===== src/rtl/weight_tile_loader.sv =====
// weight_tile_loader: streams ARRAY_N-row weight tiles from the weight SRAM
// into the systolic array's weight registers, one row per cycle. It answers
// the controller's load request with the weights-preloaded flag w_ps. It
// pulses done after NUM_TILES tiles have been released by compute_done.
//
// Optional build macro WTL_PROTOCOL_CHECK_EN adds a sticky proto_err output.
// proto_err flags three events: compute_done outside HOLD, start while busy,
// and load_req held low in WAIT_REQ for more than 1024 consecutive cycles.
module weight_tile_loader #(
    parameter int unsigned DATA_W    = 8,
    parameter int unsigned ARRAY_N   = 8,
    parameter int unsigned NUM_TILES = 32,
    parameter int unsigned ADDR_W    = 12
) (
    input  logic                             clk,
    input  logic                             rst,
    input  logic                             start,
    input  logic [ADDR_W-1:0]                base_addr,
    input  logic                             load_req,
    input  logic                             compute_done,
    output logic                             mem_rd_en,
    output logic [ADDR_W-1:0]                mem_addr,
    input  logic [ARRAY_N*DATA_W-1:0]        mem_rdata,
    output logic [ARRAY_N*DATA_W-1:0]        w_data,
    output logic                             w_valid,
    output logic [$clog2(ARRAY_N)-1:0]       w_row,
    output logic                             w_ps,
    output logic [$clog2(NUM_TILES+1)-1:0]   tile_idx,
    output logic                             busy,
    output logic                             done
`ifdef WTL_PROTOCOL_CHECK_EN
    ,
    output logic                             proto_err
`endif
);

    localparam int unsigned ROW_W  = $clog2(ARRAY_N);
    localparam int unsigned TILE_W = $clog2(NUM_TILES + 1);
    localparam int unsigned ROW_DW = ARRAY_N * DATA_W;

    typedef enum logic [1:0] {
        IDLE     = 2'd0,
        WAIT_REQ = 2'd1,
        FETCH    = 2'd2,
        HOLD     = 2'd3
    } state_e;

    state_e              state_q, state_d;
    logic [ADDR_W-1:0]   base_q, base_d;
    logic [TILE_W-1:0]   tile_q, tile_d;
    logic [ROW_W-1:0]    rd_row_q, rd_row_d;
    logic                mem_rd_en_q, mem_rd_en_d;
    logic [ADDR_W-1:0]   mem_addr_q, mem_addr_d;
    logic                w_valid_q, w_valid_d;
    logic [ROW_W-1:0]    w_row_q, w_row_d;
    logic                w_ps_q, w_ps_d;
    logic                busy_q, busy_d;
    logic                done_q, done_d;

    logic                last_row;
    logic                last_tile;
    logic [ADDR_W-1:0]   tile_base;

    assign last_row  = (rd_row_q == ROW_W'(ARRAY_N - 1));
    assign last_tile = (tile_q == TILE_W'(NUM_TILES - 1));
    // First row of the current tile; wraps modulo 2^ADDR_W.
    assign tile_base = base_q + ADDR_W'(tile_q) * ADDR_W'(ARRAY_N);

    // State register; reset aborts any job in flight.
    always_ff @(posedge clk or negedge rst) begin
        if (!rst) begin
            state_q <= IDLE;
        end else begin
            state_q <= state_d;
        end
    end

    // Next-state logic: a fetch always runs to completion once started.
    always_comb begin
        state_d = state_q;
        case (state_q)
            IDLE: begin
                if (start) begin
                    state_d = WAIT_REQ;
                end
            end
            WAIT_REQ: begin
                if (load_req) begin
                    state_d = FETCH;
                end
            end
            FETCH: begin
                if (last_row) begin
                    state_d = HOLD;
                end
            end
            HOLD: begin
                if (compute_done) begin
                    state_d = last_tile ? IDLE : WAIT_REQ;
                end
            end
            default: state_d = IDLE;
        endcase
    end

    // Output/datapath next values; read data lands one cycle after each read.
    always_comb begin
        base_d      = base_q;
        tile_d      = tile_q;
        rd_row_d    = rd_row_q;
        mem_rd_en_d = 1'b0;
        mem_addr_d  = mem_addr_q;
        w_valid_d   = mem_rd_en_q;
        w_row_d     = mem_rd_en_q ? rd_row_q : '0;
        w_ps_d      = 1'b0;
        busy_d      = busy_q;
        done_d      = 1'b0;
        case (state_q)
            IDLE: begin
                if (start) begin
                    base_d = base_addr;
                    tile_d = '0;
                    busy_d = 1'b1;
                end
            end
            WAIT_REQ: begin
                if (load_req) begin
                    mem_rd_en_d = 1'b1;
                    mem_addr_d  = tile_base;
                    rd_row_d    = '0;
                end
            end
            FETCH: begin
                if (!last_row) begin
                    mem_rd_en_d = 1'b1;
                    mem_addr_d  = mem_addr_q + ADDR_W'(1);
                    rd_row_d    = rd_row_q + ROW_W'(1);
                end
            end
            HOLD: begin
                if (compute_done) begin
                    tile_d = tile_q + TILE_W'(1);
                    if (last_tile) begin
                        done_d = 1'b1;
                        busy_d = 1'b0;
                    end
                end else begin
                    w_ps_d = 1'b1;
                end
            end
            default: ;
        endcase
    end

    // Datapath and output registers.
    always_ff @(posedge clk or negedge rst) begin
        if (!rst) begin
            base_q      <= '0;
            tile_q      <= '0;
            rd_row_q    <= '0;
            mem_rd_en_q <= 1'b0;
            mem_addr_q  <= '0;
            w_valid_q   <= 1'b0;
            w_row_q     <= '0;
            w_ps_q      <= 1'b0;
            busy_q      <= 1'b0;
            done_q      <= 1'b0;
        end else begin
            base_q      <= base_d;
            tile_q      <= tile_d;
            rd_row_q    <= rd_row_d;
            mem_rd_en_q <= mem_rd_en_d;
            mem_addr_q  <= mem_addr_d;
            w_valid_q   <= w_valid_d;
            w_row_q     <= w_row_d;
            w_ps_q      <= w_ps_d;
            busy_q      <= busy_d;
            done_q      <= done_d;
        end
    end

    assign mem_rd_en = mem_rd_en_q;
    assign mem_addr  = mem_addr_q;
    assign w_valid   = w_valid_q;
    assign w_row     = w_row_q;
    assign w_ps      = w_ps_q;
    assign tile_idx  = tile_q;
    assign busy      = busy_q;
    assign done      = done_q;
    // mem_rdata is already the SRAM's output register; the gate keeps
    // w_data at zero whenever no row is being delivered.
    assign w_data    = w_valid_q ? mem_rdata : ROW_DW'(0);

`ifdef WTL_PROTOCOL_CHECK_EN
    localparam int unsigned WD_W     = 11;
    localparam int unsigned WD_LIMIT = 1024;

    logic            proto_err_q, proto_err_d;
    logic [WD_W-1:0] wd_cnt_q, wd_cnt_d;

    // Sticky protocol-violation detector with a saturating WAIT_REQ watchdog.
    always_comb begin
        proto_err_d = proto_err_q;
        wd_cnt_d    = '0;
        if ((state_q == WAIT_REQ) && !load_req) begin
            if (wd_cnt_q == WD_W'(WD_LIMIT)) begin
                wd_cnt_d    = wd_cnt_q;
                proto_err_d = 1'b1;
            end else begin
                wd_cnt_d = wd_cnt_q + WD_W'(1);
            end
        end
        if (compute_done && (state_q != HOLD)) begin
            proto_err_d = 1'b1;
        end
        if (start && busy_q) begin
            proto_err_d = 1'b1;
        end
    end

    // Protocol checker registers; cleared only by reset.
    always_ff @(posedge clk or negedge rst) begin
        if (!rst) begin
            proto_err_q <= 1'b0;
            wd_cnt_q    <= '0;
        end else begin
            proto_err_q <= proto_err_d;
            wd_cnt_q    <= wd_cnt_d;
        end
    end

    assign proto_err = proto_err_q;
`endif

endmodule


===== config.mk =====
export PLATFORM = sky130hd
export DESIGN_NAME = weight_tile_loader
export DESIGN_NICKNAME = d
export VERILOG_FILES = /design/src/rtl/weight_tile_loader.sv
export SDC_FILE = /design/constraint.sdc
export NUM_CORES = 1
export LEC_CHECK = 0
export ABC_AREA = 1
export CORE_MARGIN = 1.5
export CORE_UTILIZATION = 40
export CTS_BUF_LIST = sky130_fd_sc_hd__clkbuf_8
export DETAILED_ROUTE_END_ITERATION = 8
export GPL_TIMING_DRIVEN = 0
export MAX_ROUTING_LAYER = met4
export PLACE_DENSITY = 0.83
export SLEW_MARGIN = 20
export SYNTH_ARGS = -nofsm -noshare
export SYNTH_HDL_FRONTEND = slang
export SYNTH_SLANG_ARGS = --single-unit

===== constraint.sdc =====
create_clock -name clk -period 2.4 [get_ports clk]
set_input_delay 0.24 -clock clk [delete_from_list [all_inputs] [get_ports clk]]
set_output_delay 0.24 -clock clk [all_outputs]
set_load 0.05 [all_outputs]

==> out/metrics.yaml, run 1 <==
num_vias: 3394
finalMaxSlewViolations: 0
ff_latch_area_um2: 1080
synth_xor_area_frac: 0.00577
tightestPinTransition_ps: 550
start_kind: "register"
avgSynthCellArea_um2: 6.50
multi_input_area_um2: 1480
timing.final.hold_violations: 0
arrival_ps: 2030
timing.rr.end: "mem_addr[9]"
dieHeight_um: 90.1
dpl_worst_slack_ps: 99.3
power_frac_comb: 0.673
yosys_warnings: 0
grt_pass1_wl_um: 16000
routabilityCongestion: 0.886
worstSetupEndpointType: "primary output"
clock-sinks: 43
insertion_delay_ps: 310
p_sw_mw: 3.00
cts-root-buf: "clkbuf_8"
synth-adder-area-share: 0.0643
clkTransAtPathRegs_ps: 90
layout_commonest_cell: "nand2_1"
seqPwrFrac: 0.241
yosysTopAreaCell: "dfrtp_1"
cap_violations: 0
row_count: 31
relSlewSlack: 0.632
p_per_area_nw_per_um2: 1120
ys_seq_area_frac: 0.354
post-route-period-util: 0.947
clk_path_buf_depth: 2
track_usage: 0.250
antenna_left: 0
post_cts_buffers: 0
h-tree-depth: 2
hold_class: "input port to async pin"
syn_nets: 563
drive_gt1_frac: 0.0665
initial_utilization: 0.416
path_max_fanout: 10
p_clk_frac: 0.086
placed_cells: 737
synth.ff_latch_count: 43
nNetsFinal: 742
drc_errors: 0
core_um2: 7290
setup_slack_ps: 128
io_pins: 171
antenna_found_initial: 0
power_mw: 5.44
netlist_area_um2: 3040
rr_worst_depth: 13
leakagePower_nw: 2.97
die_area_um2: 8120
grt_pass1_vias: 3286
synthSimpleGateAreaFrac: 0.319
ir_drop_mv: 0.845
fin_cells: 746
cts_tree: "built"
overflow: 0
cts_made_buffers: 5
internal_power_mw: 2.44
final_cell_mix: "nand2_1, clkdlybuf4s50_1, inv_1"
synthTopCellsByArea: "dfrtp_1, nand2_1, inv_1"
firstDrtPassIters: 5
die_w_um: 90.1
antennaDiodeCount: 0
vias_per_cell: 4.55
r2r_slack_ps: 440
fmax_ghz: 0.440
synth.distinct_cells: 31
fin_crit_ps: 2270
fillers: 648
area_growth_pct: 60.6
synth_compound_area_frac: 0.0968
netSwitchingFraction: 0.552
drtIter0Drc: 114
hpwl_um: 7620
synth_top_area_share: 0.354
wl_per_cell_um: 12.8
setup.worst_path.class: "register to primary output"
setup_tns_ps: 0
r2r_start: "tile_idx[0]"
routed_wl_um: 9540
status: "finished clean"
setup_viol: 0
finClkSkew_ps: 9.09
synth_top_family_by_area: "simple AND/OR/NAND/NOR gates"
synth.area.mux_share: 0
io_buffers: 170
grt_start_max_net_pins: 31
syn_inst: 467
cp.required_ps: 2160
## per-layer routing
layer,part of all wire,GRT usage,up-vias
met1,0.42,0.286,1506
met4,0.013,0.0542,0
met5,0,-,-
met3,0.064,0.0541,14
met2,0.50,0.446,122
li1,-,-,1752
## worst max-delay path by stage
stage	startpoint	cells past startpoint	slack [ps]	endpoint
floorplan	tile_idx[0]	13	330	mem_addr[9]
global placement	rst	1	-40	w_valid
detailed placement	w_valid	5	100	w_data[3]
CTS	w_valid	5	40	w_data[31]
global route	w_valid	5	-30	w_data[36]
finish	w_valid	5	130	w_data[35]
## final cells by class
class,instances,share of cell area
Buffer,12,0.0162
Timing Repair Buffer,172,0.333
Clock inverter,3,0.00411
Inverter,109,0.0839
Tap cell,99,0.0254
Sequential cell,43,0.221
Multi-Input combinational cell,303,0.303
Clock buffer,5,0.0141
## state kept, by name, summed over array words and instances (netlist names)
signal	count
tile_idx	6
w_row	3
rd_row_q	3
done	1
mem_addr	12
base_q	12
w_valid	1
state_q	2
w_ps	1
busy	1
mem_rd_en	1
## power by group through the flow
| stage | Combinational, mW | Clock, mW | Sequential, mW |
|---|---|---|---|
| finish | 3.66 | 0.468 | 1.31 |
| global route | 4.01 | 0.509 | 1.36 |
| CTS | 3.68 | 0.475 | 1.31 |
| detailed placement | 3.75 | 0 | 1.32 |
| global placement | 3.70 | 0 | 1.31 |
| floorplan | 2.13 | 0 | 1.75 |
## synthesized netlist by cell type
| cell type | instances |
|---|---|
| nand3b_1 | 2 |
| a21boi_0 | 2 |
| a21boi_1 | 1 |
| o21bai_1 | 2 |
| o21ai_1 | 5 |
| o21ai_2 | 3 |
| nand4_1 | 3 |
| inv_2 | 5 |
| nand2_1 | 174 |
| dfrtp_1 | 43 |
| a21oi_2 | 1 |
| nand2_4 | 1 |
| or2_2 | 3 |
| fa_1 | 1 |
| buf_4 | 2 |
| o21ai_0 | 18 |
| o31ai_1 | 1 |
| ha_1 | 14 |
| nor3_1 | 2 |
| a21o_1 | 1 |
| xor2_1 | 2 |
| inv_1 | 104 |
| buf_6 | 3 |
| a32o_1 | 2 |
| clkbuf_1 | 7 |
| nor2_2 | 1 |
| nor2_1 | 20 |
| nand3_1 | 31 |
| and3_1 | 1 |
| a21oi_4 | 1 |
| a21oi_1 | 11 |
## logic make-up (layout without fill, tap and decap cells)
kind of cell             after synthesis  in the layout
flip-flops                            43             43
AND/OR/NAND/NOR                      238            238
buffers and inverters                121            301
AO/OA/AOI/OAI                         48             48
adder cells (fa/ha/maj)               15             15
XOR/XNOR                               2              2
## timing repair
item	4_1_cts	5_1_grt
endpoints found under the hold margin	13	0
pin swaps	0	0
hold buffers	1	0
resized for setup	60	33
endpoints found under the setup margin	60	44
## stage by stage
| step | hold slack (ps) | area (um2) | util |
|---|---|---|---|
| after detailed placement | 171 | 4880 | 0.669 |
| after global routing | 395 | 4880 | 0.669 |
| after floorplan | -55.6 | 3040 | - |
| after CTS | 370 | 4900 | 0.672 |
| after global placement | 440 | 4860 | 0.667 |
| final | 362 | 4880 | 0.669 |
## critical path, cell delays in order, from the launching register on
cell           delay [ps]
dfrtp_1               350
clkbuf_1              340
clkbuf_1              360
nand2_1               100
inv_1                  70
dlygate4sd2_1         520
No activity file was read; power rests on OpenSTA's default activity.
==> run 2, diff against run 1 <==
--- a/config.mk
+++ b/config.mk
@@ -7,12 +7,12 @@
 export LEC_CHECK = 0
 export ABC_AREA = 1
 export CORE_MARGIN = 1.5
-export CORE_UTILIZATION = 40
+export CORE_UTILIZATION = 36
 export CTS_BUF_LIST = sky130_fd_sc_hd__clkbuf_8
 export DETAILED_ROUTE_END_ITERATION = 8
 export GPL_TIMING_DRIVEN = 0
 export MAX_ROUTING_LAYER = met4
-export PLACE_DENSITY = 0.83
+export PLACE_DENSITY = 0.88
 export SLEW_MARGIN = 20
 export SYNTH_ARGS = -nofsm -noshare
 export SYNTH_HDL_FRONTEND = slang
==> constraint.sdc (replaced) <==
create_clock -name clk -period 1.89 [get_ports clk]
set_input_delay 0.189 -clock clk [delete_from_list [all_inputs] [get_ports clk]]
set_output_delay 0.189 -clock clk [all_outputs]
set_load 0.05 [all_outputs]
==> run 2 against run 1 <==
Net effect: final area is 1.2% higher; flip-flop and latch count stayed put; cell count is 1.3% higher; highest routed layer unchanged; critical path type unchanged; largest power group unchanged.
==> out/metrics.yaml, run 2 (synthesized netlist as in run 1, its figures left out) <==
finClkSkew_ps: 12.1
ir_drop_mv: 0.730
critPathBufInv: 1
area_growth_pct: 62.5
slowest_delay_ps: 860
path_delay_family: "buffers and inverters"
grt_pass1_vias: 3427
grt_start_max_net_pins: 25
wl_per_cell_um: 15.8
setup_viol: 0
timing.final.hold_violations: 0
dieHeight_um: 94.8
drive_gt1_frac: 0.158
fmax_ghz: 0.542
worstSetupEndpointType: "primary output"
hold_class: "input port to async pin"
clkTransAtPathRegs_ps: 80
clk_path_buf_depth: 2
design_area_um2: 4940
cap_violations: 0
antenna_left: 0
routed_wl_um: 11900
nNetsFinal: 745
finalMaxSlewViolations: 0
overflow: 0
h-tree-depth: 2
p_per_area_nw_per_um2: 1470
leakagePower_nw: 2.90
routabilityCongestion: 0.906
rsz0062_at_grt: "true"
cts_tree: "built"
cts_made_buffers: 5
insertion_delay_ps: 300
setup.worst_path.class: "register to primary output"
slowest_stage: "clkdlybuf4s50_1"
row_count: 33
layout_commonest_cell: "nand2_1"
start_kind: "register"
cp.required_ps: 1700
firstDrtPassIters: 4
core_um2: 8180
drtIter0Drc: 207
cts-root-buf: "clkbuf_8"
hpwl_um: 9810
fin_crit_ps: 1840
track_usage: 0.272
relSlewSlack: 0.627
io_pins: 171
initial_utilization: 0.371
post-route-period-util: 0.976
num_vias: 3554
final_cell_mix: "nand2_1, inv_1, clkdlybuf4s50_1"
status: "finished clean"
tightestPinTransition_ps: 558
arrival_ps: 1650
drc_errors: 0
path_max_fanout: 5
die_w_um: 94.8
crit_chain: "clkdlybuf4s50_1"
antenna_found_initial: 1
die_area_um2: 9000
grt_pass1_wl_um: 17600
vias_per_cell: 4.70
io_buffers: 170
power_mw: 7.25
place_area_um2: 4890
clock-sinks: 43
-- run 2: cell count changes in the layout (fill, tap and decap cells not counted), moves of 5 or more --
cell and delta:
dlygate4sd2_1 -39, buf_2 +32, clkdlybuf4s15_2 +23, clkbuf_2 -9, clkdlybuf4s15_1 -7, clkdlybuf4s18_2 +5
-- run 2: path summary, 6_finish.rpt --
check / cells past startpoint / slack [ps] / from / to
max: 1 / 50 / tile_idx[5] / tile_idx[5]
min: 2 / 390 / rst / mem_addr[7]
max reg2reg: 12 / 100 / tile_idx[0] / mem_addr[7]
min reg2reg: 0 / 480 / mem_rd_en / w_valid
max in group asynchronous: 3 / 980 / rst / tile_idx[0]
min in group clk: 3 / 420 / base_addr[9] / base_q[9]
-- run 2: area by class of cell --
| type | instances | area, um2 |
|---|---|---|
| tap | 105 | 131 |
| multi-input combinational | 303 | 1500 |
| clock buffer | 5 | 68.8 |
| clock inverter | 3 | 37.5 |
| buffer | 12 | 86.3 |
| timing repair buffer | 175 | 1630 |
| inverter | 109 | 409 |
| sequential | 43 | 1080 |
| antenna | 1 | 2.50 |
| fill | 747 | 3240 |
-- run 2: where the power goes --
group | total (mW) | switching, mW | internal (mW)
logic | 4.87 | 3.24 | 1.63
registers | 1.68 | 0.387 | 1.29
clock network | 0.698 | 0.313 | 0.385
-- run 2: what timing repair did --
item | CTS | global route
hold buffers | 1 | 0
setup buffers | 0 | 3
pin swaps | 0 | 1
resized for setup | 210 | 60
endpoints found under the hold margin | 19 | 0
setup endpoints to repair | 64 | 63
-- run 2: stage by stage --
step,setup WS (ps),util,hold WS (ps),cells,TNS [ps]
after CTS,-34.5,0.616,406,752,-34.5
after detailed placement,-475,0.599,189,743,-22120
final,46.1,0.604,387,756,0
after global routing,-4.40,0.604,429,756,-8.40
after global placement,-655,0.596,444,742,-41010
after floorplan,6.65,-,-107,467,0
-- run 2: worst reg2reg max path: stages (launching register included) --
cell and delay, ps:
dfrtp_2 410, ha_4 150, inv_1 50, fa_1 360
inv_1 90, nand2_1 80, nand2_2 110, buf_4 120
nand3_1 50, nand3_1 130, o21ai_2 70, nand2_1 50
nand2_1 40
-- run 2: layer usage --
layer	vias to the layer above	wire, um	GRT usage
li1	1767	-	-
met1	1595	4240	0.275
met2	159	5940	0.474
met3	33	1270	0.0926
met4	0	469	0.121
met5	-	0	-
==> run 3, diff against run 2 <==
--- a/config.mk
+++ b/config.mk
@@ -5,14 +5,13 @@
 export SDC_FILE = /design/constraint.sdc
 export NUM_CORES = 1
 export LEC_CHECK = 0
-export ABC_AREA = 1
 export CORE_MARGIN = 1.5
-export CORE_UTILIZATION = 36
+export CORE_UTILIZATION = 35
 export CTS_BUF_LIST = sky130_fd_sc_hd__clkbuf_8
 export DETAILED_ROUTE_END_ITERATION = 8
 export GPL_TIMING_DRIVEN = 0
 export MAX_ROUTING_LAYER = met4
-export PLACE_DENSITY = 0.88
+export PLACE_DENSITY = 0.87
 export SLEW_MARGIN = 20
 export SYNTH_ARGS = -nofsm -noshare
 export SYNTH_HDL_FRONTEND = slang
==> run 3 against run 2 <==
Net effect: the run now ends with setup timing left; critical path type is now register to register; sequential share of layout area decreased by 0.29 points; routed wire length increased by 2.9%; fmax decreased by 3.6%; via count decreased by 9.3%; first-iteration DRC count increased by 13%; cell count decreased by 18%; highest routed layer unchanged.
==> out/metrics.yaml, run 3 <==
leakagePower_nw: 2.18
critPathBufInv: 1
hold_slack_ps: 355
post-route-period-util: 1.01
core_um2: 8130
finClkSkew_ps: 2.19
fin_crit_ps: 1910
rsz0062_at_grt: "true"
p_per_area_nw_per_um2: 1500
ir_drop_mv: 1.00
yosys_warnings: 0
die_area_um2: 8900
initial_utilization: 0.359
netlist_area_um2: 2920
num_vias: 3223
drc_errors: 0
violations: "setup timing"
grt_pass1_wl_um: 18000
slowest_stage: "dfrtp_1"
syn_nets: 412
use_met1: 0.323
area_growth_pct: 72.9
setup_tns_ps: -29.2
syn_inst: 316
tightestPinTransition_ps: 543
slowest_delay_ps: 430
layout_commonest_cell: "clkdlybuf4s50_1"
synth_most_common_cell: "and2_1"
setup_viol: 2
overflow: 0
start_kind: "register"
hold_class: "input port to async pin"
routabilityCongestion: 0.925
nNetsFinal: 605
dieHeight_um: 94.3
finish.utilization: 0.621
synth-edff-count: 0
path_max_fanout: 3
track_usage: 0.283
use_met2: 0.486
ys_seq_area_frac: 0.368
synthTopCellsByArea: "dfrtp_1, and2_1, ha_1"
cp.required_ps: 2040
drive_gt1_frac: 0.304
power_mw: 7.58
top_usage_layer: "met2"
relSlewSlack: 0.637
h-tree-depth: 2
antenna_left: 0
timing.final.hold_violations: 0
cts_made_buffers: 5
grtUsageMet3: 0.0773
cts-root-buf: "clkbuf_8"
cap_violations: 0
r2r_slack_ps: -20
arrival_ps: 2070
wl_per_cell_um: 19.9
fmax_ghz: 0.523
row_count: 33
clock-sinks: 43
synth.distinct_cells: 50
place_area_um2: 4810
status: "finished with violations"
fillers: 685
hpwl_um: 9760
setup_slack_ps: -23.2
async_flop_share: 1.00
synth_commonest_cells: "and2_1, dfrtp_1, nor2_1, nand2_1, o21ai_0"
final_cell_mix: "clkdlybuf4s50_1, and2_1, dfrtp_1"
yosys_most_used_dff: "dfrtp_1"
avgSynthCellArea_um2: 9.24
insertion_delay_ps: 290
routed_wl_um: 12300
antenna_found_initial: 2
finalMaxSlewViolations: 0
grt_start_max_net_pins: 28
io_buffers: 170
grt_pass1_vias: 3140
firstDrtPassIters: 5
die_w_um: 94.3
synth_top_area_share: 0.368
setup.worst_path.class: "register to register"
io_pins: 171
crit_chain: "ha_4 -> inv_2 -> fa_2 -> nor2b_2 -> o31a_1 -> o311ai_2 -> xor2_1 -> o221ai_1"
path_delay_family: "compound AO/OA/AOI/OAI gates"
vias_per_cell: 5.22
worstSetupEndpointType: "register"
design_area_um2: 5050
yosysTopAreaCell: "dfrtp_1"
cts_tree: "built"
clk_path_buf_depth: 2
drtIter0Drc: 234
clkTransAtPathRegs_ps: 80
synth.ff_latch_count: 43
[run 3: metrics by stage]
step	cells	worst slack (ps)
after floorplan	316	-81.2
after global placement	591	-620
after detailed placement	592	-316
after CTS	611	-26.2
after global routing	617	-87.1
final	617	-23.2
[run 3: power by group]
group / internal [mW] / switching (mW)
registers: 1.31 / 0.427
logic: 2.08 / 3.12
clock network: 0.329 / 0.316
[run 3: worst paths after layout]
kind,to,depth (start not counted),start
min in group clk,w_valid,0,mem_rd_en
worst min register to register,w_valid,0,mem_rd_en
worst max register to register,mem_addr[11],8,base_q[3]
worst min-delay path,mem_addr[7],2,rst
worst max-delay path,mem_addr[11],8,base_q[3]
max in group asynchronous,tile_idx[4],3,rst
[run 3: kinds of logic (layout without fill, tap and decap cells)]
family,Yosys count,count (layout),synth area share
XOR/XNOR,7,7,0.0210
flip-flops,43,43,0.368
AND/OR/NAND/NOR,140,140,0.270
multiplexers,20,20,0.0758
other,0,2,0
buffers and inverters,24,218,0.0398
AO/OA/AOI/OAI,67,67,0.158
adder cells (fa/ha/maj),15,15,0.0668
[run 3: timing repair]
action | CTS | global route
hold buffers | 1 | 0
hold endpoints to repair | 16 | 0
resized for setup | 219 | 68
pin swaps | 4 | 1
buffers inserted | 10 | 5
endpoints found under the setup margin | 88 | 72
[run 3: per-layer routing]
metal / wire (um) / share of wire
met1: 4750 / 0.39
met2: 6020 / 0.49
met3: 1140 / 0.093
met4: 346 / 0.028
met5: 0 / 0
[run 3: cell type report]
| type | instances | area (um2) | area share |
|---|---|---|---|
| multi-input cells | 249 | 1840 | 0.365 |
| repair buffers | 187 | 1750 | 0.346 |
| flip-flops and latches | 43 | 1090 | 0.216 |
| well taps | 105 | 131 | 0.0260 |
| plain buffers | 15 | 97.6 | 0.0193 |
| clock buffers | 7 | 96.3 | 0.0191 |
| inverters | 8 | 37.5 | 0.00743 |
| diodes | 2 | 5.00 | 0.000991 |
| clock inverters | 1 | 3.75 | 0.000743 |
==> RTL change (config.mk and constraints of run 2) <==
Take the reset off `mem_addr_q` and load it in a clocked block of its own.
--- a/src/rtl/weight_tile_loader.sv
+++ b/src/rtl/weight_tile_loader.sv
@@ -159,7 +159,6 @@
             tile_q      <= '0;
             rd_row_q    <= '0;
             mem_rd_en_q <= 1'b0;
-            mem_addr_q  <= '0;
             w_valid_q   <= 1'b0;
             w_row_q     <= '0;
             w_ps_q      <= 1'b0;
@@ -170,13 +169,16 @@
             tile_q      <= tile_d;
             rd_row_q    <= rd_row_d;
             mem_rd_en_q <= mem_rd_en_d;
-            mem_addr_q  <= mem_addr_d;
             w_valid_q   <= w_valid_d;
             w_row_q     <= w_row_d;
             w_ps_q      <= w_ps_d;
             busy_q      <= busy_d;
             done_q      <= done_d;
         end
+    end
+
+    always_ff @(posedge clk) begin
+        mem_addr_q <= mem_addr_d;
     end
 
     assign mem_rd_en = mem_rd_en_q;
Function: differs if rst is asserted again (counterexample within 4 cycles, from zero or initial values and one cycle with rst low); with rst held inactive, the same outputs for 10 cycles.
==> RTL change against run 2 <==
Worst setup slack gained 0.034 ns; cell area fell by 3.1%; final cell count fell by 4.6%; clock skew is 0.0066 ns lower; power shrank 6.4%; synthesized area decreased by 3.0%; routed wire length down 8.4%; sequential cell count unchanged; sequential share of layout area is 2.0 points higher; critical path type unchanged; largest cell class unchanged; highest routed layer unchanged.
==> RTL change: results <==
status:
  status: "completed"
finish:
  final_layout_size_suffix_gt1_share_pct: 16.64
  seq-cell-share_pct: 23.86
  buffers: 186
  seq_cell_count: 43
  clk_share_pct: 1.909
  nClkBuffers: 6
sta:
  worst-slew-pin-transition_ns: 0.6858
  skew_ns: 0.005536
  hold_ws_ns: 0.4247
grt:
  grt_pass1_vias: 3314
  grt_pass1_wl_um: 16680
  grt_antenna_before_repair: 0
  groute.usage.overall_pct: 25.79
pwr:
  irDropWorstVdd_uv: 865.0
  leakage_nw: 2.768
  clk-power_uw: 600
  comb_cell_power_mw: 4.40
worst_setup_path:
  cp.arrival_ns: 1.62
  cp_max_fo: 4
  r2r_end: "mem_addr[9]"
route:
  wl_met1_um: 4154
  routed_wl_um: 10910
  viasPerCell: 4.664
worst_hold_path:
  min-delay-path-class: "in2reg"
synth:
  synth_cell_types: 34
  ys_top_cells_by_count: "162 x nand2_1, 99 x inv_1, 31 x dfrtp_1"
  yosysSeqAreaShare_pct: 38.57
  avgSynthCellArea_um2: 6.755
  synth_area_leaders: "dfrtp_1 26%, nand2_1 21%, inv_1 13%"
place:
  hpwlAfterDp_um: 8893
  place_ws_ns: -0.2494
floorplanning:
  taps: 102
-- RTL change: cell count changes after synthesis, sizes merged, moves of 4 or more --
cell / delta
dfrtp: -12
edfxtp: +12
nand2: -12
a21oi: -11
inv: -7
clkbuf: -5
buf: +4
nand3: -4
nor2: +4
-- RTL change: worst max-delay path by stage --
| stage | slack, ns | cells after the start | end | startpoint |
|---|---|---|---|---|
| detailed placement | -0.25 | 5 | w_data[45] | w_valid |
| floorplan | -0.001 | 11 | mem_addr[9] | tile_idx[0] |
| global route | -0.05 | 11 | mem_addr[9] | tile_idx[0] |
| global placement | -0.21 | 5 | w_data[49] | w_valid |
| CTS | -0.003 | 5 | w_data[45] | w_valid |
| finish | 0.08 | 2 | tile_idx[0] | tile_idx[0] |
-- RTL change: logic make-up after synthesis --
family	count (synthesis)	synth area share (%)
AOI/OAI and AO/OA	31	5.947
xor gates and xnor gates	4	1.190
adders and majority gates	15	6.627
buffers and inverters	113	14.95
DFF	43	38.57
muxes	1	0.3399
and+or+nand+nor	229	32.37
